$ cat config.mk
export PLATFORM = sky130hd
export DESIGN_NAME = t02_mem_arbiter_flat
export DESIGN_NICKNAME = d
export VERILOG_FILES = /design/src/rtl/t02_mem_pkg.sv /design/src/rtl/t02_mem_arbiter_if.sv /design/src/rtl/t02_mem_timeout.sv /design/src/rtl/t02_mem_arbiter.sv /design/src/flat_wrapper.sv
export SDC_FILE = /design/constraint.sdc
export NUM_CORES = 1
export LEC_CHECK = 0
export BUFFER_PORTS_ARGS = -buffer_cell sky130_fd_sc_hd__clkbuf_2
export CAP_MARGIN = 20
export CORE_MARGIN = 3
export CORE_UTILIZATION = 41
export DETAILED_ROUTE_END_ITERATION = 8
export PLACE_DENSITY = 0.7
export RECOVER_POWER = 25
export SYNTH_ARGS = -nofsm -noshare
export SYNTH_HDL_FRONTEND = slang
export SYNTH_SLANG_ARGS = --single-unit
$ cat constraint.sdc
create_clock -name clk -period 2.25 [get_ports clk]
set_input_delay 0.225 -clock clk [delete_from_list [all_inputs] [get_ports clk]]
set_output_delay 0.225 -clock clk [all_outputs]
set_load 0.01 [all_outputs]
$ cat src/rtl/t02_mem_pkg.sv
// Shared types and constants for the two-requester memory arbiter.
//   mem_state_t : arbiter FSM states (IDLE -> ISSUE -> WAIT -> DONE)
//   mem_src_t   : which requester owns the current transaction
//   mem_op_t    : RAM operation of the current transaction
//   streak_inc  : saturating increment for the data-grant streak counter
package t02_mem_pkg;

  typedef enum logic [1:0] {
    IDLE  = 2'd0,
    ISSUE = 2'd1,
    WAIT  = 2'd2,
    DONE  = 2'd3
  } mem_state_t;

  typedef enum logic {
    SRC_I = 1'b0,
    SRC_D = 1'b1
  } mem_src_t;

  typedef enum logic {
    OP_RD = 1'b0,
    OP_WR = 1'b1
  } mem_op_t;

  localparam int TMO_CNT_W = 16;
  localparam int STREAK_W  = 8;

  function automatic logic [STREAK_W-1:0] streak_inc(input logic [STREAK_W-1:0] s,
                                                     input logic [STREAK_W-1:0] lim);
    return (s >= lim) ? lim : s + 1'b1;
  endfunction

endpackage

$ cat src/rtl/t02_mem_arbiter_if.sv
// Bundle of every core-side and RAM-side signal of the memory arbiter.
//   core fetch side : i_req, i_addr -> i_rdata, i_ready
//   core data side  : d_ren, d_wen, d_addr, d_wdata -> d_rdata, d_ready
//   RAM side        : ramaddr, ramstore, Ren, Wen -> ramload, busy_o
//   control/status  : enable in, bus_err out
// Handshake: a requester raises i_req / d_ren / d_wen and holds it, with stable
// address and data, until its ready output pulses high for one cycle; the read
// data output is valid from that cycle on and is held until the next capture.
// On the RAM side Ren/Wen is a one-cycle strobe; the RAM answers by keeping
// busy_o high while working and lowering it when ramload is valid.
// modport master : arbiter view; modport slave : core + RAM environment view.
interface t02_mem_arbiter_if #(
  parameter int ADDR_W = 32,
  parameter int DATA_W = 32
);
  logic              enable;
  logic              i_req;
  logic [ADDR_W-1:0] i_addr;
  logic [DATA_W-1:0] i_rdata;
  logic              i_ready;
  logic              d_ren;
  logic              d_wen;
  logic [ADDR_W-1:0] d_addr;
  logic [DATA_W-1:0] d_wdata;
  logic [DATA_W-1:0] d_rdata;
  logic              d_ready;
  logic [ADDR_W-1:0] ramaddr;
  logic [DATA_W-1:0] ramstore;
  logic              Ren;
  logic              Wen;
  logic [DATA_W-1:0] ramload;
  logic              busy_o;
  logic              bus_err;

  modport master (
    input  enable, i_req, i_addr, d_ren, d_wen, d_addr, d_wdata, ramload, busy_o,
    output i_rdata, i_ready, d_rdata, d_ready, ramaddr, ramstore, Ren, Wen, bus_err
  );

  modport slave (
    output enable, i_req, i_addr, d_ren, d_wen, d_addr, d_wdata, ramload, busy_o,
    input  i_rdata, i_ready, d_rdata, d_ready, ramaddr, ramstore, Ren, Wen, bus_err
  );
endinterface

$ cat src/rtl/t02_mem_timeout.sv
// Saturating WAIT-cycle counter for the memory arbiter.
//   clk, nrst : clock, synchronous active-low reset
//   clear     : reload the count with zero (takes priority over en)
//   en        : count up by one, saturating at all-ones
//   count     : current count
//   expired   : count has reached LIMIT; never asserted when LIMIT = 0
module t02_mem_timeout import t02_mem_pkg::*; #(
  parameter int LIMIT = 255
) (
  input  logic                 clk,
  input  logic                 nrst,
  input  logic                 clear,
  input  logic                 en,
  output logic [TMO_CNT_W-1:0] count,
  output logic                 expired
);

  always_ff @(posedge clk) begin
    if (!nrst || clear) begin
      count <= '0;
    end else if (en && (count != '1)) begin
      count <= count + 1'b1;
    end
  end

  assign expired = (LIMIT != 0) && (count >= TMO_CNT_W'(LIMIT));

endmodule

$ cat src/rtl/t02_mem_arbiter.sv
// Shares one RAM port between instruction fetch and data load/store.
//   clk, nrst : clock, synchronous active-low reset
//   bus       : core and RAM signals (see t02_mem_arbiter_if)
//   dbg_state : current FSM state, for observation only
// One transaction at a time: IDLE latches the winner, ISSUE strobes Ren/Wen for
// one cycle, WAIT holds address/data until the RAM drops busy_o (or the timeout
// fires), DONE pulses the winner's ready. All outputs come straight from flops.
module t02_mem_arbiter import t02_mem_pkg::*; #(
  parameter int ADDR_W       = 32,
  parameter int DATA_W       = 32,
  parameter int TIMEOUT      = 255,
  parameter int MAX_D_STREAK = 4
) (
  input  logic                     clk,
  input  logic                     nrst,
  t02_mem_arbiter_if.master        bus,
  output mem_state_t               dbg_state
);

  localparam logic [STREAK_W-1:0] STREAK_MAX = STREAK_W'(MAX_D_STREAK);

  mem_state_t          state;
  mem_src_t            lat_src;
  mem_op_t             lat_op;
  logic [ADDR_W-1:0]   ramaddr_q;
  logic [DATA_W-1:0]   ramstore_q;
  logic [DATA_W-1:0]   i_rdata_q;
  logic [DATA_W-1:0]   d_rdata_q;
  logic                ren_q;
  logic                wen_q;
  logic                i_ready_q;
  logic                d_ready_q;
  logic                bus_err_q;
  logic [STREAK_W-1:0] streak;

  logic [TMO_CNT_W-1:0] wait_cnt;
  logic                 tmo_expired;
  logic                 d_pending;
  logic                 fetch_forced;
  logic                 grant_d;
  logic                 settle;
  logic                 finish_ok;
  logic                 finish_tmo;
  logic [DATA_W-1:0]    cap_data;

  // The counter is zero on the first WAIT cycle, which doubles as the settle
  // marker: busy_o is not trusted until the RAM has seen the strobe.
  t02_mem_timeout #(.LIMIT(TIMEOUT)) u_timeout (
    .clk     (clk),
    .nrst    (nrst),
    .clear   (state != WAIT),
    .en      (state == WAIT),
    .count   (wait_cnt),
    .expired (tmo_expired)
  );

  // Data wins unless fetch is waiting and data already took MAX_D_STREAK
  // grants in a row.
  assign d_pending    = bus.d_ren | bus.d_wen;
  assign fetch_forced = bus.i_req && (streak >= STREAK_MAX);
  assign grant_d      = d_pending && !fetch_forced;

  assign settle     = (wait_cnt == '0);
  assign finish_ok  = (state == WAIT) && !settle && !bus.busy_o;
  assign finish_tmo = (state == WAIT) && !settle && bus.busy_o && tmo_expired;
  // An aborted read returns zero.
  assign cap_data   = finish_ok ? bus.ramload : '0;

  always_ff @(posedge clk) begin
    if (!nrst) begin
      state      <= IDLE;
      lat_src    <= SRC_I;
      lat_op     <= OP_RD;
      ramaddr_q  <= '0;
      ramstore_q <= '0;
      i_rdata_q  <= '0;
      d_rdata_q  <= '0;
      ren_q      <= 1'b0;
      wen_q      <= 1'b0;
      i_ready_q  <= 1'b0;
      d_ready_q  <= 1'b0;
      bus_err_q  <= 1'b0;
      streak     <= '0;
    end else begin
      i_ready_q <= 1'b0;
      d_ready_q <= 1'b0;
      if (!bus.i_req) streak <= '0;

      case (state)
        IDLE: begin
          if (bus.enable && (bus.i_req || d_pending)) begin
            state <= ISSUE;
            if (grant_d) begin
              lat_src    <= SRC_D;
              // read+write together is a write
              lat_op     <= bus.d_wen ? OP_WR : OP_RD;
              ramaddr_q  <= bus.d_addr;
              ramstore_q <= bus.d_wen ? bus.d_wdata : '0;
              ren_q      <= !bus.d_wen;
              wen_q      <= bus.d_wen;
              if (bus.i_req) streak <= streak_inc(streak, STREAK_MAX);
            end else begin
              lat_src    <= SRC_I;
              lat_op     <= OP_RD;
              ramaddr_q  <= bus.i_addr;
              ramstore_q <= '0;
              ren_q      <= 1'b1;
              wen_q      <= 1'b0;
              streak     <= '0;
            end
          end
        end
        ISSUE: begin
          ren_q <= 1'b0;
          wen_q <= 1'b0;
          state <= WAIT;
        end
        WAIT: begin
          if (finish_ok || finish_tmo) begin
            state      <= DONE;
            ramaddr_q  <= '0;
            ramstore_q <= '0;
            if (finish_tmo) bus_err_q <= 1'b1;
            if (lat_src == SRC_I) begin
              i_ready_q <= 1'b1;
              i_rdata_q <= cap_data;
            end else begin
              d_ready_q <= 1'b1;
              if (lat_op == OP_RD) d_rdata_q <= cap_data;
            end
          end
        end
        DONE:    state <= IDLE;
        default: state <= IDLE;
      endcase
    end
  end

  assign bus.ramaddr  = ramaddr_q;
  assign bus.ramstore = ramstore_q;
  assign bus.Ren      = ren_q;
  assign bus.Wen      = wen_q;
  assign bus.i_rdata  = i_rdata_q;
  assign bus.i_ready  = i_ready_q;
  assign bus.d_rdata  = d_rdata_q;
  assign bus.d_ready  = d_ready_q;
  assign bus.bus_err  = bus_err_q;
  assign dbg_state    = state;

endmodule

$ cat src/flat_wrapper.sv
// flat-port wrapper written by rule: the top's interface ports become plain ports
module t02_mem_arbiter_flat import t02_mem_pkg::*;
#(
  parameter int ADDR_W       = 32,
  parameter int DATA_W       = 32,
  parameter int TIMEOUT      = 255,
  parameter int MAX_D_STREAK = 4
)
  (clk, nrst, dbg_state, bus_enable, bus_i_req, bus_i_addr, bus_d_ren, bus_d_wen, bus_d_addr, bus_d_wdata, bus_ramload, bus_busy_o, bus_i_rdata, bus_i_ready, bus_d_rdata, bus_d_ready, bus_ramaddr, bus_ramstore, bus_Ren, bus_Wen, bus_bus_err);
  t02_mem_arbiter_if #(.ADDR_W(ADDR_W), .DATA_W(DATA_W)) bus_i ();
  input  logic clk;
  input  logic nrst;
  output mem_state_t dbg_state;
  input wire logic [$bits(bus_i.enable)-1:0] bus_enable;
  input wire logic [$bits(bus_i.i_req)-1:0] bus_i_req;
  input wire logic [$bits(bus_i.i_addr)-1:0] bus_i_addr;
  input wire logic [$bits(bus_i.d_ren)-1:0] bus_d_ren;
  input wire logic [$bits(bus_i.d_wen)-1:0] bus_d_wen;
  input wire logic [$bits(bus_i.d_addr)-1:0] bus_d_addr;
  input wire logic [$bits(bus_i.d_wdata)-1:0] bus_d_wdata;
  input wire logic [$bits(bus_i.ramload)-1:0] bus_ramload;
  input wire logic [$bits(bus_i.busy_o)-1:0] bus_busy_o;
  output wire logic [$bits(bus_i.i_rdata)-1:0] bus_i_rdata;
  output wire logic [$bits(bus_i.i_ready)-1:0] bus_i_ready;
  output wire logic [$bits(bus_i.d_rdata)-1:0] bus_d_rdata;
  output wire logic [$bits(bus_i.d_ready)-1:0] bus_d_ready;
  output wire logic [$bits(bus_i.ramaddr)-1:0] bus_ramaddr;
  output wire logic [$bits(bus_i.ramstore)-1:0] bus_ramstore;
  output wire logic [$bits(bus_i.Ren)-1:0] bus_Ren;
  output wire logic [$bits(bus_i.Wen)-1:0] bus_Wen;
  output wire logic [$bits(bus_i.bus_err)-1:0] bus_bus_err;
  assign bus_i.enable = bus_enable;
  assign bus_i.i_req = bus_i_req;
  assign bus_i.i_addr = bus_i_addr;
  assign bus_i.d_ren = bus_d_ren;
  assign bus_i.d_wen = bus_d_wen;
  assign bus_i.d_addr = bus_d_addr;
  assign bus_i.d_wdata = bus_d_wdata;
  assign bus_i.ramload = bus_ramload;
  assign bus_i.busy_o = bus_busy_o;
  assign bus_i_rdata = bus_i.i_rdata;
  assign bus_i_ready = bus_i.i_ready;
  assign bus_d_rdata = bus_i.d_rdata;
  assign bus_d_ready = bus_i.d_ready;
  assign bus_ramaddr = bus_i.ramaddr;
  assign bus_ramstore = bus_i.ramstore;
  assign bus_Ren = bus_i.Ren;
  assign bus_Wen = bus_i.Wen;
  assign bus_bus_err = bus_i.bus_err;
  t02_mem_arbiter #(.ADDR_W(ADDR_W), .DATA_W(DATA_W), .TIMEOUT(TIMEOUT), .MAX_D_STREAK(MAX_D_STREAK)) u_core (.clk(clk), .nrst(nrst), .bus(bus_i), .dbg_state(dbg_state));
endmodule
==> out/metrics.csv, run 1 <==
metric;value;unit
run status;finished, final reports clean;
Synth Area in Simple Gates;16.2;%
Post-Synth Adder-Cell Area;1.40;%
EDFF count, synth;0;
fmax;483;MHz
flops & latches, synth;161;
CTS clk-pin slew, worst paths;60;ps
Compound-Gate Fraction of Synth Area;15.4;%
initial antenna violation count;0;
Starting Density;42.5;%
post-cts sizing count;3;
Rows;44;
top_reg_cell synth;dfxtp_1;
share of cells above drive strength 1;28.1;%
kind of critical path;flip-flop to flip-flop;
first-pass GRT wire length;25.6;mm
clock root buffer;clkbuf_16;
CP max FO;32;
initial drt markers;282;
count of final hold-check violations;0;
gr usage total;19.0;%
most common cell after layout, fill and taps aside;clkbuf_2;
largest net degree at the start of global routing;67;
worst hold path class;input pin to flip-flop;
clk buf depth;2;
Syn Area/Cell;9.61;µm²
Netlist Area Pre-Place;0.00627;mm²
post-synthesis mux area share;10.7;%
overall power;0.00829;W
CTS Buf Count;17;
PD cells;983;mW/mm²
antenna diode count;0;
Die ar.;0.0168;mm²
r2r setup slk;180;ps
final worst-path cycle share;92.0;%
CTS tree;done;
Final Wtd Congestion;0.807;
crit start category;flip-flop;
hold_sp;bus_d_wdata[12];
H-tree Lvls;4;
Core ar.;0.0148;mm²
post-synthesis sequential area ratio;51.4;%
non-filler instance count after layout;1115;
hold_buf cts;0;
placed insts;1082;
Setup Viol. Count Final;0;
Worst Tran Pin Value;429;ps
most frequent cells in the layout;195 x clkbuf_2, 159 x dfxtp_1, 113 x nand2_1;
Final nets;1060;
Ys Warns;0;
Die Ht;130;µm
post-synthesis xor/xnor area fraction;1.26;%
Post-Syn Nets;795;
Critical Path Sink;u_core.bus.ramaddr[28]$_SDFFE_PN0P_;
Horiz. Die Dim;130;µm
Fill cells;1387;
fin. max-slew vios;0;
Mapped Cells;653;
GR Overflow Total;0;
vias in the first global route;5264;
RSZ-0062 raised after global routing;no;
multi-input logic area;0.00285;mm²
Routed WL;16.7;mm
terminus of the critical flop-to-flop path;u_core.bus.ramaddr[28]$_SDFFE_PN0P_;
Area Growth Syn to Fin;34.5;%
WL/cell;14.9;µm
Via density;5.00;
maxcap violations;0;
drt pass-1 iters;5;
launching element of the worst setup path;u_core.streak[7]$_SDFF_PN0_;
r2r startpoint;u_core.streak[7]$_SDFF_PN0_;
Max IR drop VDD;0.717;mV
CP arrival;2350;ps
Setup crit end kind;flip-flop;
Final Critical Period;2070;ps
FF+latch area;0.00323;mm²
Req. time, crit path;2530;ps
CTS Sinks;161;
DP Wirelength;11.8;mm
Setup Fix Bufs, Post-CTS;0;
via count;5571;
ANT nets after route;0;
fraction of registers with async set/reset;0;%
FF-to-FF path depth;6;
worst skew pair latency;410;ps
main combinational cell family by area after synthesis;simple AND/OR/NAND/NOR gates;
io pins;270;
drc violations;0;
Rel. slew slack;71.2;%
library cells used by synthesis;47;
Final Skew;12.2;ps
I/O Buffers;269;
setup total negative slack;0;ps
Leak;3.59;nW
## synthesized netlist by cell type, types with 10 or more instances
library cell | instances | area share, %
nand3_1 | 40 | 3.2
a22o_1 | 32 | 4.5
clkbuf_1 | 26 | 1.6
dfxtp_1 | 161 | 51
o21ai_0 | 36 | 2.9
nor2_1 | 28 | 1.7
buf_2 | 10 | 0.80
nand2_1 | 113 | 6.8
inv_1 | 10 | 0.60
o2bb2ai_1 | 32 | 4.5
mux2i_1 | 66 | 11
## metal layers
| layer | track usage [%] | vias up | wire, µm |
|---|---|---|---|
| met5 | 0 | - | 0 |
| met4 | 5.01 | 0 | 167 |
| met3 | 6.84 | 12 | 1340 |
| met2 | 31.5 | 188 | 7880 |
| met1 | 23.4 | 2522 | 7270 |
| li1 | - | 2849 | - |
## critical path, cell delays in order (launching register included)
cell and delay (ps):
dfxtp_1 300, or4_1 560, or3_4 360, a21o_2 250, buf_12 190, mux2i_1 180
o2bb2ai_1 80
## worst min-delay path by stage
stage / to / depth (start not counted)
3_5_place_dp: u_core.streak[7]$_SDFF_PN0_ / 1
5_1_grt: u_core.bus.ramstore[29]$_SDFFE_PN0P_ / 3
2_1_floorplan: u_core.bus.d_rdata[0]$_SDFFE_PN0P_ / 2
6_report: u_core.bus.ramstore[12]$_SDFFE_PN0P_ / 3
4_1_cts: u_core.bus.ramstore[2]$_SDFFE_PN0P_ / 3
3_3_place_gp: u_core.streak[7]$_SDFF_PN0_ / 1
## layout make-up
cell class / instances / share of cell area (%)
repair buffers: 292 / 18.1
clock inverters: 8 / 0.905
flip-flops and latches: 161 / 38.2
inverters: 10 / 0.445
well taps: 184 / 2.73
multi-input cells: 436 / 33.8
clock buffers: 24 / 5.83
## through the flow
step                util [%]  instance area, µm²  setup slack (ps)  hold slack, ps
detailed placement      53.8                7930             -24.6             439
global placement        53.8                7930              82.0             438
finish                  57.2                8440               180            36.4
floorplan                  -                6270               235             355
global route            57.2                8440              44.2            20.5
CTS                     57.6                8500              13.3            19.5
## state kept, by name (all words and copies together) (netlist names), 2 cells and up
name and cells:
u_core.dbg_state 2, u_core.bus.i_rdata 32, u_core.bus.ramstore 32, u_core.bus.d_rdata 32, u_core.streak 8, u_core.u_timeout.count 16, u_core.bus.ramaddr 32
## kinds of logic (layout without fill, tap and decap cells)
kind of cell               count (synthesis)  in the layout
AOI/OAI and AO/OA                        132            132
xor gates and xnor gates                   9              9
adders and majority gates                  7              7
buffers and inverters                     56            334
DFF                                      161            161
muxes                                     67             67
and+or+nand+nor                          221            221
## where the power goes
group          internal (W)  switching [W]  leakage (nW)  total, W
sequential          0.00322       0.000182          1.31   0.00340
clock               0.00164        0.00109         0.273   0.00273
combinational      0.000936        0.00122          2.01   0.00216
Note: power is estimated with default switching activity, not from simulation.
==> run 2: changes to the inputs <==
--- a/config.mk
+++ b/config.mk
@@ -10,8 +10,9 @@
 export CORE_MARGIN = 3
 export CORE_UTILIZATION = 41
 export DETAILED_ROUTE_END_ITERATION = 8
-export PLACE_DENSITY = 0.7
+export PLACE_DENSITY = 0.72
 export RECOVER_POWER = 25
 export SYNTH_ARGS = -nofsm -noshare
 export SYNTH_HDL_FRONTEND = slang
+export SYNTH_HIERARCHICAL = 1
 export SYNTH_SLANG_ARGS = --single-unit
==> constraint.sdc (replaced) <==
create_clock -name clk -period 2.25 [get_ports clk]
set_input_delay 0.225 -clock clk [delete_from_list [all_inputs] [get_ports clk]]
set_output_delay 0.225 -clock clk [all_outputs]
set_load 0.02 [all_outputs]
==> run 2 against run 1 <==
Effect of this change:
- die area grew 4.6%
- global-route usage increased by 1.7 points
- maximum frequency decreased by 5.5%
- combinational power decreased by 9%
- largest power group unchanged
==> out/metrics.csv, run 2 <==
metric;value;unit;change
fin. max-slew vios;0;;unchanged
sequential share of power;40.6;%;was 41.0%
PD cells;914;mW/mm²;was 983 mW/mm²
EDFF count, synth;0;;unchanged
run status;finished, final reports clean;;unchanged
FF-to-FF path depth;9;;was 6
r2r setup slk;60;ps;was 180 ps
post-synthesis sequential area ratio;49.0;%;was 51.4%
Final Wtd Congestion;0.850;;was 0.807
fmax;456;MHz;was 483 MHz
CTS Sinks;161;;unchanged
Max IR drop VDD;0.618;mV;was 0.717 mV
switch share;33.0;%;was 30.1%
terminus of the critical flop-to-flop path;u_core/bus.ramaddr[25]$_SDFFE_PN0P_;;was u_core.bus.ramaddr[28]$_SDFFE_PN0P_
CTS Buf Count;17;;unchanged
antenna diode count;0;;unchanged
count of final hold-check violations;0;;unchanged
Core ar.;0.0154;mm²;was 0.0148 mm²
clock power share;35.0;%;was 32.9%
FF+latch area;0.00322;mm²;was 0.00323 mm²
DP Area;0.00830;mm²;was 0.00793 mm²
Final nets;1077;;was 1060
CTS clk-pin slew, worst paths;70;ps;was 60 ps
Die ar.;0.0176;mm²;was 0.0168 mm²
crit start category;flip-flop;;unchanged
io pins;270;;unchanged
most common cell after layout, fill and taps aside;clkbuf_2;;unchanged
Routed WL;19.0;mm;was 16.7 mm
CP peak stage delay;410;ps;was 560 ps
worst setup margin;59.3;ps;was 180 ps
Area Growth Syn to Fin;34.3;%;was 34.5%
largest area contributor in the netlist;dfxtp_1;;unchanged
kind of critical path;flip-flop to flip-flop;;unchanged
clock root buffer;clkbuf_16;;unchanged
multi-input logic area;0.00301;mm²;was 0.00285 mm²
Leak;3.63;nW;was 3.59 nW
Horiz. Die Dim;133;µm;was 130 µm
flops & latches, synth;161;;unchanged
dominant cell by count in the synthesized netlist;dfxtp_1;;unchanged
ranking of synthesized cells by area;dfxtp_1 49%, a22o_1 8.5%, o211ai_1 7.5%;;was dfxtp_1 51%, mux2i_1 11%, nand2_1 6.8%
Rel. slew slack;46.5;%;was 71.2%
slowest library cell on the worst path;dfxtp_1;;was or4_1
drc violations;0;;unchanged
Comb power frac;24.4;%;was 26.0%
CP max FO;16;;was 32
Net Sw Power;0.00267;W;was 0.00249 W
Post-Syn Nets;814;;was 795
Mapped Cells;673;;was 653
H-tree Lvls;4;;unchanged
share of cells above drive strength 1;29.9;%;was 28.1%
most frequent cells in the layout;196 x clkbuf_2, 161 x dfxtp_1, 74 x clkbuf_1;;was 195 x clkbuf_2, 159 x dfxtp_1, 113 x nand2_1
r2r startpoint;u_core/u_timeout/count[0]$_SDFFE_PP0P_;;was u_core.streak[7]$_SDFF_PN0_
largest net degree at the start of global routing;65;;was 67
initial drt markers;373;;was 282
Ys Warns;6;;was 0
final core occ;57.2;%;about the same
maxcap violations;0;;unchanged
vias in the first global route;5900;;was 5264
Setup crit end kind;flip-flop;;unchanged
Rows;45;;was 44
Final Critical Period;2190;ps;was 2070 ps
worst hold path class;input pin to flip-flop;;unchanged
clk buf depth;2;;unchanged
fin area;0.00883;mm²;was 0.00844 mm²
Critical Path Sink;u_core/bus.ramaddr[25]$_SDFFE_PN0P_;;was u_core.bus.ramaddr[28]$_SDFFE_PN0P_
hold_buf cts;0;;unchanged
Syn Area/Cell;9.77;µm²;was 9.61 µm²
launching element of the worst setup path;u_core/u_timeout/count[0]$_SDFFE_PP0P_;;was u_core.streak[7]$_SDFF_PN0_
GR Overflow Total;0;;unchanged
Fill cells;1409;;was 1387
Netlist Area Pre-Place;0.00658;mm²;was 0.00627 mm²
crit-path cells;ha_2 -> nand4_4 -> o211ai_1 -> nand2b_1 -> o21ai_1 -> o211ai_1 -> buf_4 -> buf_6 -> o211ai_1;;was or4_1 -> or3_4 -> a21o_2 -> buf_12 -> mux2i_1 -> o2bb2ai_1
CTS tree;done;;unchanged
Setup Viol. Count Final;0;;unchanged
first-pass GRT wire length;30.1;mm;was 25.6 mm
dpl ws;126;ps;was -24.6 ps
Fin Hold WS;24.7;ps;was 36.4 ps
Die Ht;133;µm;was 130 µm
initial antenna violation count;0;;unchanged
cell repeated most along the worst path;o211ai_1;;
I/O Buffers;269;;unchanged
fraction of registers with async set/reset;0;%;unchanged
WL/cell;16.4;µm;was 14.9 µm
Starting Density;42.6;%;was 42.5%
final worst-path cycle share;97.4;%;was 92.0%
Synth top area share;49.0;%;was 51.4%
drt pass-1 iters;4;;was 5
Via density;5.31;;was 5.00
gr usage total;20.6;%;was 19.0%
DP Wirelength;13.2;mm;was 11.8 mm
worst skew pair latency;420;ps;was 410 ps
Req. time, crit path;2550;ps;was 2530 ps
Worst Tran Pin Value;802;ps;was 429 ps
ANT nets after route;0;;unchanged
library cells used by synthesis;53;;was 47
Synth top cells by count;161 x dfxtp_1, 66 x o211ai_1, 64 x a22o_1;;was 161 x dfxtp_1, 113 x nand2_1, 66 x mux2i_1
CP arrival;2490;ps;was 2350 ps
Final Skew;11.4;ps;was 12.2 ps
Power Internal;0.00540;W;was 0.00579 W
via count;6160;;was 5571
top_reg_cell synth;dfxtp_1;;unchanged
[run 2: cell count changes after synthesis, moves of 30 or more]
cell | previous run | this run
o211ai_1 | 2 | 66
nand2_1 | 113 | 52
a22o_1 | 32 | 64
o2bb2ai_1 | 32 | 0
inv_1 | 10 | 41
mux2i_1 | 66 | 36
nand4_1 | 5 | 35
[run 2: worst min-delay path by stage]
stage	startpoint	to	slack, ps	depth (start not counted)
floorplan	bus_ramload[10]	u_core/bus.d_rdata[10]$_SDFFE_PN0P_	350	1
global placement	u_core/bus.ramstore[9]$_SDFFE_PN0P_	u_core/bus.ramstore[9]$_SDFFE_PN0P_	440	2
detailed placement	u_core/bus.ramstore[0]$_SDFFE_PN0P_	u_core/bus.ramstore[0]$_SDFFE_PN0P_	450	2
CTS	bus_ramload[22]	u_core/bus.i_rdata[22]$_SDFFE_PN0P_	6	2
global route	bus_ramload[17]	u_core/bus.i_rdata[17]$_SDFFE_PN0P_	10	2
finish	bus_ramload[22]	u_core/bus.d_rdata[22]$_SDFFE_PN0P_	20	2
[run 2: critical path, delay by kind of cell, from the launching register on]
family / cells / cell delay (ps)
AND/OR/NAND/NOR: 2 / 280
adder cells (fa/ha/maj): 1 / 240
flip-flops: 1 / 410
buffers and inverters: 2 / 370
AO/OA/AOI/OAI: 4 / 770
[run 2: final cells by class]
class / instances / area share (%)
Sequential cell: 161 / 36.5
Tap cell: 211 / 2.99
Inverter: 42 / 1.79
Timing Repair Buffer: 298 / 18.1
Clock inverter: 14 / 1.69
Multi-Input combinational cell: 416 / 34.1
Clock buffer: 18 / 4.86
[run 2: cells by family (layout without fill, tap and decap cells)]
group	after synthesis	after routing	synth area share (%)
AND/OR/NAND/NOR	191	191	15.8
AO/OA/AOI/OAI	181	181	22.4
flip-flops	161	161	49.0
buffers and inverters	96	372	5.94
multiplexers	36	36	5.48
adder cells (fa/ha/maj)	6	6	1.14
XOR/XNOR	2	2	0.266
[run 2: timing repair]
| action | in CTS | in global routing |
|---|---|---|
| gates resized for setup | 0 | 5 |
| setup endpoints to repair | 0 | 71 |
| setup buffers | 0 | 2 |
[run 2: metal layers]
metal | global-route usage, % | vias to the layer above | part of all wire (%)
li1 | - | 3051 | -
met1 | 27.2 | 2851 | 45
met2 | 31.9 | 234 | 46
met3 | 6.46 | 24 | 7.7
met4 | 7.39 | 0 | 2.0
met5 | 0 | - | 0
[run 2: per-stage QoR]
| step | std cells | setup TNS [ps] | total power [W] |
|---|---|---|---|
| finish | 1160 | 0 | 0.00807 |
| floorplan | 673 | 0 | 0.00457 |
| global route | 1160 | -666 | 0.00844 |
| CTS | 1157 | 0 | 0.00813 |
| detailed placement | 1125 | 0 | 0.00531 |
| global placement | 1125 | 0 | 0.00529 |
[run 2: power groups by stage]
stage	Combinational (W)	Clock, W	Sequential [W]
floorplan	0.000949	0	0.00362
global placement	0.00196	0	0.00333
detailed placement	0.00198	0	0.00334
CTS	0.00198	0.00287	0.00328
global route	0.00213	0.00299	0.00332
finish	0.00197	0.00282	0.00328
==> run 3: changes to the inputs <==
--- a/config.mk
+++ b/config.mk
@@ -12,6 +12,7 @@
 export DETAILED_ROUTE_END_ITERATION = 8
 export PLACE_DENSITY = 0.72
 export RECOVER_POWER = 25
+export SETUP_SLACK_MARGIN = 0.1
 export SYNTH_ARGS = -nofsm -noshare
 export SYNTH_HDL_FRONTEND = slang
 export SYNTH_HIERARCHICAL = 1
==> run 3 against run 2 <==
Effect of this change:
- critical path depth decreased by 4
- wire length grew 1.4%
- clock power about the same
- maximum frequency up 1.9%
- global-route usage about the same
- non-clock buffer count is 3 higher
- combinational power is essentially flat
- sequential power is essentially flat
- via count increased by 0.44%
- sequential share of layout area is 0.32 points lower
- critical endpoint is now u_core/bus.d_rdata[1]$_SDFFE_PN0P_
- highest routed layer unchanged
==> out/metrics.csv, run 3 (synthesis gave the netlist of run 2 again) <==
metric;value;unit;change
run status;finished, final reports clean;;unchanged
Max IR drop VDD;0.609;mV;was 0.618 mV
drc violations;0;;unchanged
Fill cells;1386;;was 1409
layer with the highest usage;met2;;unchanged
share of cells above drive strength 1;31.1;%;was 29.9%
Fin Hold WS;24.7;ps;about the same
fin. max-slew vios;0;;unchanged
Worst Hold Depth;2;;unchanged
crit-path cells;or4_4 -> o41a_1 -> a21oi_4 -> clkbuf_16 -> a22o_1;;was ha_2 -> nand4_4 -> o211ai_1 -> nand2b_1 -> o21ai_1 -> o211ai_1 -> buf_4 -> buf_6 -> o211ai_1
hold_buf cts;0;;unchanged
Rel. slew slack;47.2;%;was 46.5%
CP bufs+invs;1;;was 2
Setup Viol. Count Final;0;;unchanged
Horiz. Die Dim;133;µm;unchanged
fin area;0.00892;mm²;was 0.00883 mm²
Area Growth Syn to Fin;35.7;%;was 34.3%
DP Area;0.00830;mm²;unchanged
grt met1 use;27.3;%;was 27.2%
antenna diode count;0;;unchanged
Worst Tran Pin Value;791;ps;was 802 ps
Final Wtd Congestion;0.850;;unchanged
CP max FO;16;;unchanged
DP Wirelength;13.2;mm;unchanged
overall power;0.00809;W;was 0.00807 W
switch share;33.1;%;was 33.0%
via count;6187;;was 6160
drt pass-1 iters;4;;unchanged
count of final hold-check violations;0;;unchanged
Final nets;1080;;was 1077
most common cell after layout, fill and taps aside;clkbuf_2;;unchanged
clock root buffer;clkbuf_16;;unchanged
initial antenna violation count;0;;unchanged
CTS Buf Count;17;;unchanged
launching element of the worst setup path;u_core/u_timeout/count[11]$_SDFFE_PP0P_;;was u_core/u_timeout/count[0]$_SDFFE_PP0P_
clock power share;34.9;%;was 35.0%
Power Internal;0.00542;W;was 0.00540 W
Routed WL;19.2;mm;was 19.0 mm
gr usage total;20.6;%;about the same
most frequent cells in the layout;195 x clkbuf_2, 157 x dfxtp_1, 75 x clkbuf_1;;was 196 x clkbuf_2, 161 x dfxtp_1, 74 x clkbuf_1
ANT nets after route;0;;unchanged
largest net degree at the start of global routing;65;;unchanged
Comb power frac;24.6;%;was 24.4%
Leak;3.66;nW;was 3.63 nW
worst skew pair latency;420;ps;about the same
RSZ-0062 raised after global routing;yes;;
Net Sw Power;0.00268;W;was 0.00267 W
Critical Path Sink;u_core/bus.d_rdata[1]$_SDFFE_PN0P_;;was u_core/bus.ramaddr[25]$_SDFFE_PN0P_
FF-to-FF path depth;5;;was 9
vias in the first global route;5901;;was 5900
WL/cell;16.5;µm;was 16.4 µm
Final Skew;11.8;ps;was 11.4 ps
kind of critical path;flip-flop to flip-flop;;unchanged
met3 usage;6.46;%;unchanged
CTS clk-pin slew, worst paths;70;ps;about the same
Req. time, crit path;2620;ps;was 2550 ps
final worst-path cycle share;95.6;%;was 97.4%
GR Overflow Total;0;;unchanged
slowest library cell on the worst path;or4_4;;was dfxtp_1
Die ar.;0.0176;mm²;unchanged
I/O Buffers;269;;unchanged
PD cells;907;mW/mm²;was 914 mW/mm²
CP arrival;2520;ps;was 2490 ps
H-tree Lvls;4;;unchanged
final core occ;57.8;%;was 57.2%
sequential share of power;40.5;%;was 40.6%
maxcap violations;0;;unchanged
CTS Sinks;161;;unchanged
Starting Density;42.6;%;unchanged
crit start category;flip-flop;;unchanged
first-pass GRT wire length;30.1;mm;about the same
stages on the worst setup path;5;;was 9
Die Ht;133;µm;unchanged
r2r startpoint;u_core/u_timeout/count[11]$_SDFFE_PP0P_;;was u_core/u_timeout/count[0]$_SDFFE_PP0P_
io pins;270;;unchanged
worst hold path class;input pin to flip-flop;;unchanged
Top Family by Delay on Critical Path;compound AO/OA/AOI/OAI gates;;unchanged
Final Critical Period;2150;ps;was 2190 ps
CTS tree;done;;unchanged
fmax;465;MHz;was 456 MHz
Rows;45;;unchanged
Core ar.;0.0154;mm²;unchanged
setup total negative slack;0;ps;unchanged
met2 usage;31.9;%;unchanged
Via density;5.32;;was 5.31
r2r setup slk;100;ps;was 60 ps
terminus of the critical flop-to-flop path;u_core/bus.d_rdata[1]$_SDFFE_PN0P_;;was u_core/bus.ramaddr[25]$_SDFFE_PN0P_
initial drt markers;344;;was 373
CP peak stage delay;580;ps;was 410 ps
Setup crit end kind;flip-flop;;unchanged
clk buf depth;2;;unchanged
## run 3: power groups by stage
stage	sequential [W]	combinational (W)	clock [W]
detailed placement	0.00334	0.00198	0
finish	0.00328	0.00199	0.00282
global route	0.00332	0.00215	0.00299
CTS	0.00328	0.00198	0.00287
global placement	0.00333	0.00196	0
floorplan	0.00362	0.000949	0
## run 3: timing repair
action / CTS / global route
setup buffers: 0 / 3
cloned: 0 / 3
endpoints found under the setup margin: 19 / 131
pin swaps: 1 / 4
gates resized for setup: 1 / 15
## run 3: per-stage QoR
step / setup WS (ps) / cells
6_report: 99.7 / 1163
5_1_grt: 59.5 / 1163
4_1_cts: 117 / 1157
3_5_place_dp: 126 / 1125
3_3_place_gp: 129 / 1125
2_1_floorplan: 163 / 673
## run 3: how the worst min path moves through the flow
stage	start	to	slack [ps]
CTS	bus_ramload[22]	u_core/bus.i_rdata[22]$_SDFFE_PN0P_	6
floorplan	bus_ramload[10]	u_core/bus.d_rdata[10]$_SDFFE_PN0P_	350
detailed placement	u_core/bus.ramstore[0]$_SDFFE_PN0P_	u_core/bus.ramstore[0]$_SDFFE_PN0P_	450
global route	bus_ramload[17]	u_core/bus.i_rdata[17]$_SDFFE_PN0P_	10
global placement	u_core/bus.ramstore[9]$_SDFFE_PN0P_	u_core/bus.ramstore[9]$_SDFFE_PN0P_	440
finish	bus_ramload[22]	u_core/bus.d_rdata[22]$_SDFFE_PN0P_	20
## run 3: metal layers
| layer | part of all wire [%] | vias to the layer above |
|---|---|---|
| li1 | - | 3060 |
| met5 | 0 | - |
| met4 | 2.0 | 0 |
| met1 | 44 | 2856 |
| met2 | 46 | 247 |
| met3 | 7.7 | 24 |
## run 3: cell type report
type,count,area [µm²],share of cell area (%)
multi-input cells,416,3040,34.1
repair buffers,301,1650,18.5
clock inverters,14,149,1.67
inverters,42,158,1.77
well taps,211,264,2.96
clock buffers,18,429,4.81
flip-flops and latches,161,3230,36.2
## run 3: worst reg2reg max path: cells and delay by family, from the launching register on
kind / cells / cell delay [ps]
and+or+nand+nor: 1 / 580
buffers and inverters: 1 / 240
AOI/OAI and AO/OA: 3 / 980
DFF: 1 / 310
